==> src/rtl/polar_pkg.sv <==
// Shared types and constants for the polar encoder datapath.
package polar_pkg;

    localparam int POLAR_N_MAX = 256;

    typedef enum logic {
        FILL = 1'b0,
        WAIT = 1'b1
    } sipo_state_t;

    localparam logic ORDER_LSB = 1'b0;
    localparam logic ORDER_MSB = 1'b1;

endpackage

==> src/rtl/polar_frame_sipo.sv <==
// Serial-to-parallel frame deserializer with a double-buffered output word.
// Frame visible the cycle after its last bit; in_ready drops only while a completed frame waits for the holding register.
module polar_frame_sipo
    import polar_pkg::*;
#(
    parameter int WIDTH = POLAR_N_MAX,
    parameter int CNT_W = $clog2(WIDTH + 1)
) (
    input  logic             clk,
    input  logic             reset,
    input  logic [CNT_W-1:0] cfg_len,
    input  logic             cfg_msb_first,
    input  logic             in_valid,
    input  logic             in_bit,
    input  logic             in_last,
    output logic             in_ready,
    output logic             out_valid,
    input  logic             out_ready,
    output logic [WIDTH-1:0] out_data,
    output logic [CNT_W-1:0] out_len,
    output logic [CNT_W-1:0] fill_level,
    output logic             cfg_err
);

    sipo_state_t      r_state;
    logic             r_in_ready;
    logic [WIDTH-1:0] r_acc;
    logic [CNT_W-1:0] r_fill;
    logic [CNT_W-1:0] r_len;
    logic             r_msb;
    logic [WIDTH-1:0] r_hold_data;
    logic [CNT_W-1:0] r_hold_len;
    logic             r_out_valid;
    logic             r_cfg_err;

    logic             w_accept;
    logic             w_first;
    logic             w_cfg_bad;
    logic [CNT_W-1:0] w_cfg_len;
    logic [CNT_W-1:0] w_len;
    logic             w_msb;
    logic [CNT_W-1:0] w_fill_inc;
    logic [CNT_W-1:0] w_idx;
    logic [WIDTH-1:0] w_acc_base;
    logic [WIDTH-1:0] w_acc_next;
    logic             w_done;
    logic             w_drain;

    // MSB-first always counts down from the latched length, even when in_last cuts the frame short.
    function automatic logic [CNT_W-1:0] bit_index(
        input logic             order,
        input logic [CNT_W-1:0] len,
        input logic [CNT_W-1:0] fill
    );
        if (order == ORDER_MSB)
            return len - fill - CNT_W'(1);
        else
            return fill;
    endfunction

    assign w_accept   = in_valid && r_in_ready;
    assign w_first    = (r_fill == '0);
    assign w_cfg_bad  = (cfg_len == '0) || (cfg_len > CNT_W'(WIDTH));
    assign w_cfg_len  = w_cfg_bad ? CNT_W'(WIDTH) : cfg_len;
    assign w_len      = w_first ? w_cfg_len : r_len;
    assign w_msb      = w_first ? cfg_msb_first : r_msb;
    assign w_fill_inc = r_fill + CNT_W'(1);
    assign w_idx      = bit_index(w_msb, w_len, r_fill);
    assign w_acc_base = w_first ? '0 : r_acc;
    assign w_done     = w_accept && ((w_fill_inc == w_len) || in_last);
    assign w_drain    = r_out_valid && out_ready;

    always_comb begin
        w_acc_next = w_acc_base;
        for (int i = 0; i < WIDTH; i++) begin
            if (w_idx == CNT_W'(i))
                w_acc_next[i] = in_bit;
        end
    end

    always_ff @(posedge clk or posedge reset) begin
        if (reset) begin
            r_state     <= FILL;
            r_in_ready  <= 1'b1;
            r_acc       <= '0;
            r_fill      <= '0;
            r_len       <= '0;
            r_msb       <= ORDER_LSB;
            r_hold_data <= '0;
            r_hold_len  <= '0;
            r_out_valid <= 1'b0;
            r_cfg_err   <= 1'b0;
        end else begin
            // A reload below overrides this clear, giving back-to-back frames.
            if (w_drain)
                r_out_valid <= 1'b0;

            case (r_state)
                FILL: begin
                    if (w_accept) begin
                        if (w_first) begin
                            r_len <= w_len;
                            r_msb <= w_msb;
                            if (w_cfg_bad)
                                r_cfg_err <= 1'b1;
                        end
                        if (w_done && (!r_out_valid || out_ready)) begin
                            r_hold_data <= w_acc_next;
                            r_hold_len  <= w_fill_inc;
                            r_out_valid <= 1'b1;
                            r_fill      <= '0;
                            r_acc       <= '0;
                        end else begin
                            r_acc  <= w_acc_next;
                            r_fill <= w_fill_inc;
                            if (w_done) begin
                                r_state    <= WAIT;
                                r_in_ready <= 1'b0;
                            end
                        end
                    end
                end
                WAIT: begin
                    // r_fill holds the completed frame's length here.
                    if (w_drain) begin
                        r_hold_data <= r_acc;
                        r_hold_len  <= r_fill;
                        r_out_valid <= 1'b1;
                        r_fill      <= '0;
                        r_acc       <= '0;
                        r_state     <= FILL;
                        r_in_ready  <= 1'b1;
                    end
                end
                default: begin
                    r_state    <= FILL;
                    r_in_ready <= 1'b1;
                end
            endcase
        end
    end

    assign in_ready   = r_in_ready;
    assign out_valid  = r_out_valid;
    assign out_data   = r_hold_data;
    assign out_len    = r_hold_len;
    assign fill_level = r_fill;
    assign cfg_err    = r_cfg_err;

endmodule

==> config.mk <==
export PLATFORM = sky130hd
export DESIGN_NAME = polar_frame_sipo
export DESIGN_NICKNAME = d
export VERILOG_FILES = /design/src/rtl/polar_pkg.sv /design/src/rtl/polar_frame_sipo.sv
export SDC_FILE = /design/constraint.sdc
export NUM_CORES = 2
export LEC_CHECK = 0
export BUFFER_PORTS_ARGS = -buffer_cell sky130_fd_sc_hd__buf_2
export CORE_UTILIZATION = 25
export CTS_BUF_LIST = sky130_fd_sc_hd__clkbuf_8
export CTS_CLUSTER_DIAMETER = 60
export DETAILED_ROUTE_END_ITERATION = 12
export PLACE_DENSITY = 0.51
export SLEW_MARGIN = 0
export SYNTH_ARGS = -nofsm -noshare
export SYNTH_HDL_FRONTEND = slang
export SYNTH_SLANG_ARGS = --single-unit
==> constraint.sdc <==
create_clock -name clk -period 52.8 [get_ports clk]
set_input_delay 7.92 -clock clk [delete_from_list [all_inputs] [get_ports clk]]
set_output_delay 7.92 -clock clk [all_outputs]
set_load 0.02 [all_outputs]
# After elaboration in Yosys (flattened, before gate mapping)
# Index checks and enable logic that the tools add are counted.
[word_totals] ff_bits=544 input_bits=16 output_inout_bits=277 elab_cells=584
[classes] add_sub_neg=3 magnitude_cmp=1 eq_ne=261 muxes=292 n_bitwise=1 reduce_logical=16
[ops] op="2-to-1 mux 256 bit" count=7
[ops] op="equality test 9 x 8 -> 1 bit, second input constant" count=128
[ops] op="one-hot mux 256 bit (2 select lines)" count=2
[ops] op="equality test 9 x 7 -> 1 bit, second input constant" count=64
[ops] op="equality test 9 x 6 -> 1 bit, second input constant" count=32
[ops] op="2-to-1 mux 1 bit" count=269
[ops] op="equality test 9 x 5 -> 1 bit, second input constant" count=16
[ops] op="2-to-1 mux 9 bit" count=9
[ops] op="equality test 9 x 4 -> 1 bit, second input constant" count=8
[ops] op="equality test 9 x 3 -> 1 bit, second input constant" count=4
[ops] op="one-hot mux 9 bit (2 select lines)" count=2
[ops] op="logical NOT 9 bit" count=3
[ops] op="equality test 9 x 2 -> 1 bit, second input constant" count=2
[ops] op="adder 9 x 1 -> 9 bit, second input constant" count=1
[ops] op="equality test 9 x 1 -> 1 bit, second input constant" count=1
[ops] op="equality test 9 bit" count=1
[ops] op="greater-than comparator 9 bit, second input constant" count=1
[ops] op="subtractor 9 x 1 -> 9 bit, second input constant" count=1
[ops] op="subtractor 9 bit" count=1
[ops] op="inequality test 2 bit, second input constant" count=4
[ops] op="AND reduction 4 bit" count=2
[ops] op="one-hot mux 1 bit (2 select lines)" count=3
[ops] op="AND reduction 3 bit" count=2
[ops] op="logical AND 1 bit" count=4
[ops] op="5 further kinds" count=7

# Logic depth before layout (Yosys ltp)
[logic_depth] ltp_word=12 depth_mapped=25 depth_no_buf=18

# Worst setup path after synthesis
# No wires, ideal clock.
[synth_path] path_type="input to register" startpoint="in cfg_len[0]" endpoint="reg r_hold_data[112] (netlist: out_data[112])" setup_ns=0.127 arrival_time_ns=11.867 t_required_ns=52.673 slack_ns=40.806 cell_stages=19 path_buffers=2 cell_sequence="nor4_1 -> nand2_1 -> ha_1 -> nand3b_1 -> nand2_1 -> ha_1 -> inv_1 -> fa_1 -> nand2b_1 -> a21oi_1 -> a31oi_1 -> xnor2_1 -> a31o_2 -> clkbuf_1 -> and2_1 -> clkbuf_1 -> a21oi_1 -> o21ai_0 -> a31oi_1"
[synth_via] elab_chain_len=12 elab_cells_between_ends=19 classes_between="add/sub: 2; order compare: 1; eq/ne: 3; mux: 7; reduce/logical: 6"
[synth_rtl] element="start, declared" line="polar_frame_sipo.sv:11" rtl="input logic [CNT_W-1:0] cfg_len,"
[synth_rtl] element="greater-than comparator 9 bit or logical NOT 9 bit (tied branches)" line="polar_frame_sipo.sv:63" rtl="assign w_cfg_bad = (cfg_len == '0) || (cfg_len > CNT_W'(WIDTH));"
[synth_rtl] element="logical OR 1 bit" line="polar_frame_sipo.sv:63"
[synth_rtl] element="2-to-1 mux 9 bit (*)" line="polar_frame_sipo.sv:64" rtl="assign w_cfg_len = w_cfg_bad ? CNT_W'(WIDTH) : cfg_len;"
[synth_rtl] element="2-to-1 mux 9 bit (*)" line="polar_frame_sipo.sv:65" rtl="assign w_len = w_first ? w_cfg_len : r_len;"
[synth_rtl] element="via w_len[0]" line="polar_frame_sipo.sv:40" rtl="logic [CNT_W-1:0] w_len;"
[synth_rtl] element="subtractor 9 bit" line="polar_frame_sipo.sv:56" rtl="return len - fill - CNT_W'(1);"
[synth_rtl] element="subtractor 9 x 1 -> 9 bit" line="polar_frame_sipo.sv:56"
[synth_rtl] element="2-to-1 mux 9 bit" line="polar_frame_sipo.sv:55" rtl="if (order == ORDER_MSB)"
[synth_rtl] element="equality test 9 x 7 -> 1 bit" line="polar_frame_sipo.sv:76" rtl="if (w_idx == CNT_W'(i))"
[synth_rtl] element="2-to-1 mux 1 bit" line="polar_frame_sipo.sv:76"
[synth_rtl] element="2-to-1 mux 256 bit" line="polar_frame_sipo.sv:107" rtl="if (w_done && (!r_out_valid || out_ready)) begin"
[synth_rtl] element="2-to-1 mux 256 bit" line="polar_frame_sipo.sv:100" rtl="if (w_accept) begin"
[synth_rtl] element="one-hot mux 256 bit (2 select lines)" line="polar_frame_sipo.sv:98" rtl="case (r_state)"
[synth_rtl] element="end signal, assigned" line="polar_frame_sipo.sv:108" rtl="r_hold_data <= w_acc_next;"
[synth_rtl] element="end signal, assigned" line="polar_frame_sipo.sv:126" rtl="r_hold_data <= r_acc;"
[synth_rtl] element="end, declared" line="polar_frame_sipo.sv:31" rtl="logic [WIDTH-1:0] r_hold_data;"
# The timed path passes the listed nets; every way through them passes the cells marked *. The select of a mux whose other input is x is not followed.
# A chain may end at the register's enable or synchronous reset.

# Worst setup path in the final report
[layout_path] startpoint="in cfg_len[4]" endpoint="reg r_hold_data[189] (netlist: out_data[189])"
[layout_via] elab_chain_len=12 elab_cells_between_ends=19 classes_between="add/sub: 2; order compare: 1; eq/ne: 3; mux: 7; reduce/logical: 6"
[layout_rtl] element="greater-than comparator 9 bit or logical NOT 9 bit (tied branches)" line="polar_frame_sipo.sv:63"
[layout_rtl] element="logical OR 1 bit (*)" line="polar_frame_sipo.sv:63"
[layout_rtl] element="2-to-1 mux 9 bit (*)" line="polar_frame_sipo.sv:64"
[layout_rtl] element="2-to-1 mux 9 bit (*)" line="polar_frame_sipo.sv:65"
[layout_rtl] element="via w_len[0]" line="polar_frame_sipo.sv:40"
[layout_rtl] element="subtractor 9 bit" line="polar_frame_sipo.sv:56"
[layout_rtl] element="subtractor 9 x 1 -> 9 bit" line="polar_frame_sipo.sv:56"
[layout_rtl] element="2-to-1 mux 9 bit" line="polar_frame_sipo.sv:55"
[layout_rtl] element="equality test 9 x 8 -> 1 bit" line="polar_frame_sipo.sv:76"
[layout_rtl] element="2-to-1 mux 1 bit" line="polar_frame_sipo.sv:76"
[layout_rtl] element="2-to-1 mux 256 bit" line="polar_frame_sipo.sv:107"
[layout_rtl] element="2-to-1 mux 256 bit" line="polar_frame_sipo.sv:100"
[layout_rtl] element="one-hot mux 256 bit (2 select lines)" line="polar_frame_sipo.sv:98"
# Marks and branches as above.

==> out/qor.json <==
{
  "coreArea_mm2": 0.111,
  "min_period_ns": 12.79,
  "power_per_cell_area_mw_per_mm2": 26.6,
  "critical_path_required_ns": 53.50,
  "p_int_w": 0.000657,
  "synthesis.yosys.warnings": 0,
  "clockRootBuffer": "sky130_fd_sc_hd__clkbuf_8",
  "max_clock_freq_mhz": 78.2,
  "outcome": "finished clean",
  "route.detailed.wl_per_inst_um": 22.4,
  "sequentialPowerShare_pct": 47.9,
  "route.antenna.remaining_nets": 0,
  "setup-tns-final_ns": 0,
  "crit_path_kind": "in -> reg",
  "worst_hold_path_type": "reg -> reg",
  "numCtsBuffers": 104,
  "detailedRoute.firstIterationViolations": 2477,
  "max_slew.worst_pin.slew_ns": 1.14,
  "setup.worst_path.start_class": "input pin",
  "synthArstFlopShare_pct": 100,
  "final-max-slew-violation-count": 0,
  "synth.net_count": 3275,
  "layout.cells.most_common": "sky130_fd_sc_hd__dfrtp_1",
  "drt_pass1_iterations": 6,
  "htree_levels": 3,
  "cap_viol_max_count": 0,
  "timing_hold_violations_final": 0,
  "place.detailed.hpwl_um": 68700,
  "post_drt_via_cell_ratio": 5.24,
  "synth_flop_cell": "sky130_fd_sc_hd__dfrtp_1",
  "total_leakage_power_nw": 13.8,
  "netlist_instances": 3247,
  "clkPwrFrac_pct": 50.3,
  "globalplace.congestion": 0.831,
  "final_nets": 3410,
  "timing.final.setup_violations": 0,
  "grt_setup_unrepaired": "no",
  "initial_utilization_pct": 25.3,
  "final_skew_ns": 0.0495,
  "fin_crit_sh_pct": 24.2,
  "final_critical_path_setup_slack_ns": 40.01,
  "num_vias": 25900,
  "slew_headroom_pct": 23.7,
  "layout.filler_cells": 11900,
  "combPwrFrac_pct": 1.8,
  "rows": 122,
  "track_usage_pct": 19.1,
  "post_synth_edffs": 0,
  "tritoncts": "done",
  "grt_overflow": 0,
  "drcViolationCount": 0,
  "switching_share_pct": 24.5,
  "whs_ns": 0.475,
  "detail_route.wirelength_um": 111000,
  "cts-hold-fix-buffers": 0,
  "post-cts-setup-buffers": 0,
  "die-area_mm2": 0.114,
  "stdcell_count": 4951,
  "initial_antenna_violation_count": 4,
  "numClockSinks": 544,
  "max-clock-path-buffers": 3,
  "fraction_of_the_yosys_area_taken_by_sequential_cells_pct": 48.4,
  "critPathMaxFanout": 32,
  "syn-mean-instance-area_um2": 8.67,
  "grt_pass1_vias": 24800,
  "clock_latency_ns": 0.77,
  "layout-drive-gt1-share_pct": 17.0,
  "layout_common_cells": "sky130_fd_sc_hd__dfrtp_1 (542), sky130_fd_sc_hd__nand2_1 (482), sky130_fd_sc_hd__nor2_1 (363)",
  "synth_cell_types": 83,
  "detailedPlace.worstSlack_ns": 39.29,
  "pin_count": 293,
  "total_switching_power_w": 0.000214,
  "total_power_w": 0.000871,
  "postCtsResizedCells": 0,
  "area_delta_synth_final_pct": 16.3,
  "numPortBuffers": 292,
  "timing.critical_path.arrival_ns": 13.49,
  "dp.cells": 4764,
  "die_height_um": 338,
  "clk_pin_slew_ns": 0.06,
  "syn_area_mm2": 0.0281,
  "largest_net_degree_at_the_start_of_global_routing": 223,
  "grt_pass1_wl_um": 165000,
  "synth.ff_latch_count": 544,
  "ir_worst_vdd_mv": 0.0204,
  "cp-end-kind": "register",
  "fp.dieW_um": 338
}
-- cell families (layout without fill, tap and decap cells) --
family	count (synthesis)	in the layout	share of synthesized area, %
AOI/OAI and AO/OA	1214	1214	27.2
xor gates and xnor gates	24	24	0.747
adders and majority gates	12	12	0.560
buffers and inverters	337	551	5.64
DFF	544	544	48.4
muxes	32	32	1.28
other	0	2	0
and+or+nand+nor	1084	1084	16.2
-- critical path, cell delays in order --
cell and delay [ns]:
sky130_fd_sc_hd__buf_2 0.11, sky130_fd_sc_hd__nor4_1 0.30, sky130_fd_sc_hd__nand2_1 0.10, sky130_fd_sc_hd__ha_1 0.34
sky130_fd_sc_hd__nand3b_1 0.26, sky130_fd_sc_hd__nand2_1 0.15, sky130_fd_sc_hd__ha_1 0.17, sky130_fd_sc_hd__inv_1 0.06
sky130_fd_sc_hd__fa_1 0.42, sky130_fd_sc_hd__nand2b_1 0.16, sky130_fd_sc_hd__a21oi_1 0.55, sky130_fd_sc_hd__a21oi_1 0.25
sky130_fd_sc_hd__xnor2_1 0.43, sky130_fd_sc_hd__a31oi_4 0.51, sky130_fd_sc_hd__nor2_1 0.87, sky130_fd_sc_hd__nand2_1 0.39
sky130_fd_sc_hd__o221ai_1 0.28, sky130_fd_sc_hd__mux2_2 0.19
-- layer usage --
layer | GRT usage (%) | wire (µm) | vias to the layer above
li1 | - | - | 12000
met1 | 25.9 | 49000 | 12900
met2 | 29.2 | 49700 | 899
met3 | 5.00 | 8850 | 160
met4 | 6.33 | 3130 | 0
met5 | 0 | 0 | -
-- flip-flops by register name (all words and copies together), names as in the netlist --
signal / count
r_acc: 256
r_state: 1
r_len: 9
out_data: 256
fill_level: 9
out_valid: 1
cfg_err: 1
r_msb: 1
in_ready: 1
out_len: 9
-- power by group through the flow --
stage	sequential [W]	clock [W]	combinational, W
2_1_floorplan	0.000425	0	0.00000912
5_1_grt	0.000417	0.000468	0.0000177
6_report	0.000417	0.000438	0.0000155
4_1_cts	0.000417	0.000450	0.0000164
3_3_place_gp	0.000425	0	0.0000164
3_5_place_dp	0.000425	0	0.0000163
-- final cells by class --
type | instances | area [µm²] | share of cell area [%]
diodes | 2 | 5.00 | 0.0153
clock buffers | 129 | 1780 | 5.42
clock inverters | 56 | 362 | 1.10
inverters | 19 | 78.8 | 0.241
multi-input cells | 2366 | 13100 | 40.1
flip-flops and latches | 544 | 13600 | 41.6
well taps | 1488 | 1860 | 5.69
repair buffers | 347 | 1920 | 5.88
-- synthesized netlist by cell type, types with 5 or more instances --
cell,n,area share (%)
sky130_fd_sc_hd__dfrtp_1,543,48
sky130_fd_sc_hd__buf_2,76,1.4
sky130_fd_sc_hd__a22o_1,50,1.6
sky130_fd_sc_hd__buf_1,10,0.13
sky130_fd_sc_hd__o221ai_1,28,0.87
sky130_fd_sc_hd__and2_1,24,0.53
sky130_fd_sc_hd__a31oi_1,287,6.4
sky130_fd_sc_hd__o211ai_1,65,1.7
sky130_fd_sc_hd__a21o_1,5,0.13
sky130_fd_sc_hd__a221o_1,30,1.1
sky130_fd_sc_hd__nor3_1,81,1.4
sky130_fd_sc_hd__nor2_1,365,4.9
sky130_fd_sc_hd__and3_1,7,0.16
sky130_fd_sc_hd__o21ai_1,64,1.1
sky130_fd_sc_hd__nand2b_1,13,0.29
sky130_fd_sc_hd__a31o_2,5,0.16
sky130_fd_sc_hd__o21ai_0,360,6.4
sky130_fd_sc_hd__or3_1,14,0.31
sky130_fd_sc_hd__nor4_1,6,0.13
sky130_fd_sc_hd__a21boi_0,5,0.13
sky130_fd_sc_hd__xor2_1,5,0.16
sky130_fd_sc_hd__ha_1,11,0.49
sky130_fd_sc_hd__nor2b_1,6,0.13
sky130_fd_sc_hd__nand3_1,46,0.82
sky130_fd_sc_hd__a21oi_1,172,3.1
sky130_fd_sc_hd__a32oi_1,22,0.68
sky130_fd_sc_hd__clkbuf_1,198,2.6
sky130_fd_sc_hd__o22ai_1,7,0.16
sky130_fd_sc_hd__or2_2,13,0.29
sky130_fd_sc_hd__buf_6,28,1.1
sky130_fd_sc_hd__inv_1,19,0.25
sky130_fd_sc_hd__a22oi_1,8,0.21
sky130_fd_sc_hd__nand2_1,482,6.4
sky130_fd_sc_hd__xnor2_1,19,0.59
sky130_fd_sc_hd__mux2_2,28,1.1
sky130_fd_sc_hd__o31a_1,60,1.9
-- worst paths after layout --
kind	from	to	slack (ns)	depth (start not counted)
worst max-delay path	cfg_len[4]	out_data[189]	40.01	18
worst max register to register	fill_level[1]	out_data[189]	45.99	18
max in group asynchronous	reset	out_data[185]	42.75	5
worst min register to register	r_len[2]	r_len[2]	0.47	2
min in group asynchronous	reset	r_acc[74]	7.29	2
worst min-delay path	r_len[2]	r_len[2]	0.47	2
-- through the flow --
step	area, µm²	util, %
5_1_grt	32700	29.5
4_1_cts	32700	29.5
3_3_place_gp	30600	27.5
6_report	32700	29.5
3_5_place_dp	30600	27.5
2_1_floorplan	28100	-
(Power assumes the default switching activity.)
